**src/rtl/sync_trace_fifo.sv**
```systemverilog
// Single-clock trace FIFO with occupancy count, programmable thresholds and
// either first-word-fall-through or registered read data.
module sync_trace_fifo #(
    parameter int                 DEPTH             = 16,
    parameter int                 WIDTH             = 32,
    parameter int                 FWFT              = 1,
    parameter int                 PROG_FULL_THRESH  = DEPTH - 2,
    parameter int                 PROG_EMPTY_THRESH = 2,
    parameter logic [WIDTH-1:0]   DOUT_RESET_VALUE  = {WIDTH{1'b0}},
    localparam int                CW                = $clog2(DEPTH) + 1
) (
    input  logic             clk,
    input  logic             rst_n,
    input  logic [WIDTH-1:0] din,
    input  logic             write,
    output logic             full,
    output logic [WIDTH-1:0] dout,
    input  logic             read,
    output logic             empty,
    output logic [CW-1:0]    data_count,
    output logic             prog_full,
    output logic             prog_empty,
    output logic             overflow,
    output logic             underflow
);

    localparam int          AW     = $clog2(DEPTH);
    localparam logic [31:0] PF_LVL = PROG_FULL_THRESH;
    localparam logic [31:0] PE_LVL = PROG_EMPTY_THRESH;

    logic [WIDTH-1:0] mem_r [DEPTH];
    logic [AW-1:0]    wr_ptr_r;
    logic [AW-1:0]    rd_ptr_r;
    logic [AW-1:0]    wr_ptr_nxt_s;
    logic [AW-1:0]    rd_ptr_nxt_s;
    logic [CW-1:0]    count_r;
    logic [CW-1:0]    count_nxt_s;
    logic [31:0]      count_ext_s;
    logic             full_s;
    logic             empty_s;
    logic             wr_en_s;
    logic             rd_en_s;
    logic             overflow_r;
    logic             underflow_r;

    // Wrap at DEPTH-1 explicitly so non-power-of-two depths work.
    function automatic logic [AW-1:0] ptr_inc(input logic [AW-1:0] p);
        if (p == AW'(DEPTH - 1)) begin
            return {AW{1'b0}};
        end else begin
            return p + AW'(1);
        end
    endfunction

    assign full_s      = (count_r == CW'(DEPTH));
    assign empty_s     = (count_r == {CW{1'b0}});
    // rst_n gating keeps the un-reset memory from capturing writes during reset.
    assign wr_en_s     = write & ~full_s & rst_n;
    assign rd_en_s     = read & ~empty_s;
    assign count_ext_s = {{(32 - CW){1'b0}}, count_r};

    assign full       = full_s;
    assign empty      = empty_s;
    assign data_count = count_r;
    assign prog_full  = (count_ext_s >= PF_LVL);
    assign prog_empty = (count_ext_s <= PE_LVL);
    assign overflow   = overflow_r;
    assign underflow  = underflow_r;

    // Next pointer and occupancy from the accepted operations.
    always_comb begin
        wr_ptr_nxt_s = wr_ptr_r;
        rd_ptr_nxt_s = rd_ptr_r;
        count_nxt_s  = count_r;
        if (wr_en_s) begin
            wr_ptr_nxt_s = ptr_inc(wr_ptr_r);
        end else begin
            wr_ptr_nxt_s = wr_ptr_r;
        end
        if (rd_en_s) begin
            rd_ptr_nxt_s = ptr_inc(rd_ptr_r);
        end else begin
            rd_ptr_nxt_s = rd_ptr_r;
        end
        case ({wr_en_s, rd_en_s})
            2'b10:   count_nxt_s = count_r + CW'(1);
            2'b01:   count_nxt_s = count_r - CW'(1);
            default: count_nxt_s = count_r;
        endcase
    end

    // Control state and rejected-operation pulses.
    always_ff @(posedge clk or negedge rst_n) begin
        if (!rst_n) begin
            wr_ptr_r    <= {AW{1'b0}};
            rd_ptr_r    <= {AW{1'b0}};
            count_r     <= {CW{1'b0}};
            overflow_r  <= 1'b0;
            underflow_r <= 1'b0;
        end else begin
            wr_ptr_r    <= wr_ptr_nxt_s;
            rd_ptr_r    <= rd_ptr_nxt_s;
            count_r     <= count_nxt_s;
            overflow_r  <= write & full_s;
            underflow_r <= read & empty_s;
        end
    end

    // Storage array, intentionally without reset.
    always_ff @(posedge clk) begin
        if (wr_en_s) begin
            mem_r[wr_ptr_r] <= din;
        end
    end

    if (FWFT != 0) begin : g_fwft
        assign dout = empty_s ? DOUT_RESET_VALUE : mem_r[rd_ptr_r];
    end else begin : g_std
        logic [WIDTH-1:0] dout_r;

        // Registered read data, held unless a read is accepted.
        always_ff @(posedge clk or negedge rst_n) begin
            if (!rst_n) begin
                dout_r <= DOUT_RESET_VALUE;
            end else if (rd_en_s) begin
                dout_r <= mem_r[rd_ptr_r];
            end
        end

        assign dout = dout_r;
    end

endmodule

```
**config.mk**
```make
export PLATFORM = sky130hd
export DESIGN_NAME = sync_trace_fifo
export DESIGN_NICKNAME = d
export VERILOG_FILES = /design/src/rtl/sync_trace_fifo.sv
export SDC_FILE = /design/constraint.sdc
export NUM_CORES = 1
export LEC_CHECK = 0
export CORE_MARGIN = 8
export CORE_UTILIZATION = 46
export CTS_BUF_LIST = sky130_fd_sc_hd__clkbuf_16
export DETAILED_ROUTE_END_ITERATION = 8
export PLACE_DENSITY = 0.65
export SETUP_SLACK_MARGIN = 0.5
export SLEW_MARGIN = 5
export SYNTH_ARGS = -nofsm -noshare
export SYNTH_HDL_FRONTEND = slang
export SYNTH_SLANG_ARGS = --single-unit
export TNS_END_PERCENT = 5
```
**constraint.sdc**
```tcl
create_clock -name clk -period 5.1 [get_ports clk]
set_clock_uncertainty 0.05 [all_clocks]
set_input_delay 0.765 -clock clk [delete_from_list [all_inputs] [get_ports clk]]
set_output_delay 0.765 -clock clk [all_outputs]
set_load 0.02 [all_outputs]
```
==> results of run 1 <==
[final cells by class]
class	count	area share, %
repair buffers	119	4.772
clock buffers	52	5.496
clock inverters	40	1.078
well taps	592	3.129
inverters	6	0.09513
flip-flops and latches	527	66.56
multi-input cells	546	18.87
[cells by family after synthesis]
family	after synthesis
multiplexers	259
AO/OA/AOI/OAI	148
buffers and inverters	76
AND/OR/NAND/NOR	123
adder cells (fa/ha/maj)	9
XOR/XNOR	7
flip-flops	527
[Yosys cell counts, drive strengths merged (4+ instances only)]
| cell | instances | area [um2] |
|---|---|---|
| nor3 | 5 | 25.02 |
| nand3 | 6 | 30.03 |
| edfxtp | 512 | 15370 |
| ha | 9 | 112.6 |
| dfrtp | 15 | 375.4 |
| o22ai | 128 | 800.8 |
| nor4 | 33 | 206.5 |
| o21ai | 7 | 46.30 |
| clkbuf | 16 | 60.06 |
| xor2 | 4 | 35.03 |
| buf | 54 | 315.3 |
| nand2 | 11 | 41.29 |
| a21oi | 4 | 20.02 |
| mux2i | 257 | 2572 |
| nand2b | 4 | 25.02 |
| inv | 6 | 22.52 |
| nor2 | 48 | 187.7 |
[critical path, delay by kind of cell (launching register included)]
kind            cells  cell delay, ns
compound gates      1            0.16
buf+inv             1            0.56
simple gates        3            1.67
flops               1            0.62
[layer usage]
metal	GRT usage, %	up-vias	part of all wire (%)
met5	0	-	0
met4	6.478	0	3.1
met3	2.898	76	5.0
met2	29.24	271	49
met1	22.12	5406	42
li1	-	4822	-
[flip-flops by register name, summed over array words and instances, names as in the netlist]
name        count
wr_ptr_r        4
mem_r         512
rd_ptr_r        4
overflow        1
data_count      5
underflow       1
[report_power, final]
group          switching [mW]  total [mW]  internal (mW)
logic                    2.32        4.04           1.72
clock network            1.57        3.52           1.95
registers               0.229        5.22           4.99
total                    4.12        12.8           8.67
[timing repair]
item	in CTS	in global routing
pin swaps	0	0
gates resized for setup	0	1
setup buffers	5	0
setup endpoints to repair	1	1
cloned	0	0
[worst paths after layout]
| path | startpoint | endpoint | slack (ns) | cells past startpoint |
|---|---|---|---|---|
| max in group asynchronous | rst_n | rd_ptr_r[1] | 4.31 | 2 |
| max reg2reg | data_count[1] | data_count[4] | 2.20 | 9 |
| min in group clk | data_count[0] | data_count[0] | 0.57 | 1 |
| max | rd_ptr_r[0] | dout[0] | 0.66 | 5 |
| min | rst_n | data_count[1] | 0.46 | 2 |
| min reg2reg | data_count[0] | data_count[0] | 0.57 | 1 |
[metrics by stage]
step	power, mW	worst slack [ns]	hold slack (ns)	instance area (um2)
detailed placement	9.388	1.143	0.5619	22080
CTS	12.92	0.5727	0.4410	23670
global route	13.31	0.5333	0.4746	23680
global placement	9.331	1.176	0.5598	22080
finish	12.79	0.6569	0.4646	23680
floorplan	7.889	1.143	0.4194	20500
==> results.yml, run 1 <==
run_status:
  status: "finished clean"
global_routing:
  grt_use_total_pct: 17.23
  grt_pass1_vias: 10855
  antenna_found_initial: 0
  grt_remaining_overflow: 0
  grt_pass1_wl_um: 66840
  grt_max_degree: 94
cells_and_area:
  final_cells: 1882
  drive_above_1_share_pct: 10.47
  final_common_cell: "edfxtp_1"
  nets: 1297
  seqCellArea_um2: 15760
  diodes: 0
  multiInputGateArea_um2: 4468
  final_cell_mix: "edfxtp_1, mux2i_1, o22ai_1, clkdlybuf4s50_1, clkbuf_16"
  fin_util_pct: 53.66
  fillerInstances: 3575
  syn2layout_area_growth_pct: 15.49
sta:
  tightestPinTransition_ns: 1.098
  relSlewSlack_pct: 26.81
  min_period_over_period_pct: 87.12
  post-route-min-period_ns: 4.443
  fmax_ghz: 0.2251
  rsz0062_at_grt: "no"
  final_max_slew_viol_count: 0
  setup_viol: 0
  hold_viol_final: 0
  fin_setup_tns_ns: 0
yosys:
  avgSynthCellArea_um2: 17.84
  yosysSeqAreaShare_pct: 76.83
  synth-compound-area-share_pct: 4.590
  yosys_register_bits: 527
  synthAdderAreaFrac_pct: 0.5493
  synth_warnings: 0
  synth_area_um2: 20500
  ys.flop_type: "edfxtp_1"
  synthMuxAreaShare_pct: 12.66
  syn_inst: 1149
  yosys.area_share.simple_pct: 3.131
  yosys.area_share.xor_xnor_pct: 0.2991
  synth_cell_types: 41
  async_flop_share_pct: 2.846
  synth_top_family_by_area: "multiplexers"
  syn-num-nets: 1194
  synth_edf_count: 512
critical_path:
  endpoint_kind: "output pin"
  crit_type: "register to output pin"
  worstPathCellList: "or3b_2, o22ai_1, nor4_1, nor2_1, clkdlybuf4s50_1"
  cpPeakStageDelay_ns: 0.97
  crit_path_start_kind: "register"
  critPathRequiredTime_ns: 4.28
  slowest_stage: "or3b_2"
  crit_arrival_ns: 3.63
  crit_path_max_fanout: 32
clock_tree:
  clk_pin_slew_worst_paths_ns: 0.06
  htree_levels: 2
  clockBufferDepth: 3
  cts_tree: "built"
  root_buffer: "clkbuf_16"
  cts-hold-fix-buffers: 0
  cts.sinks: 527
  cts_buffers: 52
  clock_latency_ns: 0.59
job:
  maxCapViolCount: 0
placed_design:
  place_congestion: 0.7387
  place_inst: 1785
  hpwl_um: 25030
  portBuffers: 78
floorplanning:
  num_rows: 77
  die_y_um: 227.1
  initial_core_util_pct: 46.46
  die_area_um2: 51580
  ios: 79
  core_um2: 44120
  die_x_um: 227.1
power:
  leakagePower_nw: 8.162
  powerDensity_nw_per_um2: 540.2
  peakVddDrop_mv: 0.3610
route:
  vias_per_cell: 5.619
  drtIter0Drc: 711
  wire_per_inst_um: 23.53
  num_vias: 10575
  antenna_left: 0
  drc_errors: 0
  dr.pass1.iters: 5
  routed_wl_um: 44280
min_path:
  hold_class: "input port to asynchronous set/reset pin"
No activity file was read; power rests on OpenSTA's default activity.
==> inputs of run 2 (changes only) <==
- ABC_CLOCK_PERIOD_IN_PS: not set -> 5100
- PLACE_DENSITY: 0.65 -> 0.73
==> run 2 against run 1 <==
- critical path depth increased by 1
- hold slack got worse by 0.0011 ns
- first-iteration DRC count increased by 51%
- routed wire length increased by 3.8%
- highest routed layer is now met5
==> results.yml, run 2 (synthesis results as in run 1) <==
critical_path:
  reg2reg_slack_ns: 1.90
  crit_path_start_kind: "register"
  crit_arrival_ns: 3.64
  crit_path_max_fanout: 65
  endpoint_kind: "output pin"
  critPathRequiredTime_ns: 4.28
  crit_type: "register to output pin"
sta:
  relSlewSlack_pct: 42.46
  post-route-min-period_ns: 4.460
  rsz0062_at_grt: "no"
  final_max_slew_viol_count: 0
  hold_viol_final: 0
  fmax_ghz: 0.2242
  min_period_over_period_pct: 87.44
  tightestPinTransition_ns: 0.8611
  fin_setup_tns_ns: 0
  setup_viol: 0
clock_tree:
  clockBufferDepth: 3
  clk_pin_slew_worst_paths_ns: 0.06
  cts_buffers: 50
  root_buffer: "clkbuf_16"
  cts_tree: "built"
  cts.sinks: 527
  htree_levels: 2
  clock_latency_ns: 0.58
route:
  wire_per_inst_um: 24.38
  num_vias: 10870
  dr.pass1.iters: 5
  routed_wl_um: 45950
  drc_errors: 0
  drtIter0Drc: 1071
  antenna_left: 0
  vias_per_cell: 5.767
power:
  powerDensity_nw_per_um2: 545.0
  leakagePower_nw: 8.241
  peakVddDrop_mv: 0.5269
placed_design:
  place_congestion: 0.7806
  portBuffers: 78
  place_inst: 1797
  hpwl_um: 26940
job:
  maxCapViolCount: 0
global_routing:
  grt_pass1_vias: 10957
  grt_pass1_wl_um: 68190
  grt_use_total_pct: 17.68
  grt_remaining_overflow: 0
  antenna_found_initial: 2
  grt_max_degree: 66
cells_and_area:
  regMostFlops: "mem_r"
  syn2layout_area_growth_pct: 16.17
  drive_above_1_share_pct: 11.46
  fillerInstances: 3441
  largest_reg_flops: 512
  final_cells: 1885
  final_common_cell: "edfxtp_1"
  final_cell_mix: "edfxtp_1, mux2i_1, o22ai_1, clkdlybuf4s50_1, clkbuf_16"
  nets: 1304
floorplanning:
  core_um2: 44120
  die_y_um: 227.1
  ios: 79
  die_area_um2: 51580
  num_rows: 77
  initial_core_util_pct: 46.46
  die_x_um: 227.1
run_status:
  status: "finished clean"
min_path:
  hold_class: "input port to asynchronous set/reset pin"
## run 2: cell count changes in the layout (fill, tap and decap cells not counted), sizes merged, moves of 2 or more
cell    delta
buf        +8
bufinv     +3
clkbuf     -2
clkinv     -9
## run 2: what timing repair did
action	CTS	global route
pin swaps	0	0
setup endpoints to repair	13	6
hold buffers	0	0
setup buffers	0	1
cloned	1	0
resized for setup	5	1
## run 2: where the power goes
group          total, mW  switching (mW)  internal [mW]
clock network       3.57            1.54           2.03
registers           5.22           0.226           4.99
logic               4.19            2.42           1.76
## run 2: final cells by class
class	instances	area, um2	area share [%]
Inverter	6	22.52	0.09457
Clock inverter	35	314.1	1.319
Sequential cell	527	15760	66.17
Tap cell	592	740.7	3.110
Clock buffer	50	1251	5.254
Timing Repair Buffer	128	1255	5.270
Multi-Input combinational cell	546	4471	18.77
Antenna cell	1	2.502	0.01051
## run 2: worst paths after layout
check | from | endpoint | cells past startpoint
min reg2reg | data_count[0] | data_count[0] | 1
max in group asynchronous | rst_n | rd_ptr_r[0] | 2
min | rst_n | wr_ptr_r[3] | 2
max | rd_ptr_r[1] | dout[27] | 6
min in group clk | data_count[0] | data_count[0] | 1
max reg2reg | data_count[1] | mem_r[11][5] | 5
## run 2: per-stage QoR
stage | setup slack [ns] | total power, mW | util, % | cell area (um2) | hold WS [ns]
floorplan | 1.143 | 7.889 | - | 20500 | 0.4194
global placement | 0.9593 | 9.396 | 50.26 | 22180 | 0.5445
detailed placement | 0.9038 | 9.447 | 50.26 | 22180 | 0.5476
CTS | 0.4361 | 13.05 | 53.92 | 23790 | 0.4381
global route | 0.5286 | 13.49 | 53.96 | 23810 | 0.4634
finish | 0.6405 | 12.98 | 53.97 | 23810 | 0.4635
## run 2: worst max-delay path, cell delays in order, from the launching register on
cell and delay [ns]:
dfrtp_4 0.68, buf_16 0.43, mux2i_1 0.42, o22ai_1 0.21, nor4_1 0.58, nor2_1 0.12, clkdlybuf4s50_1 0.60
## run 2: routing by layer
layer | share of wire [%] | up-vias | GRT usage (%)
met5 | 0.028 | - | 0
met4 | 2.3 | 2 | 4.946
met3 | 7.0 | 78 | 3.736
met2 | 49 | 393 | 29.27
met1 | 42 | 5564 | 23.56
li1 | - | 4833 | -
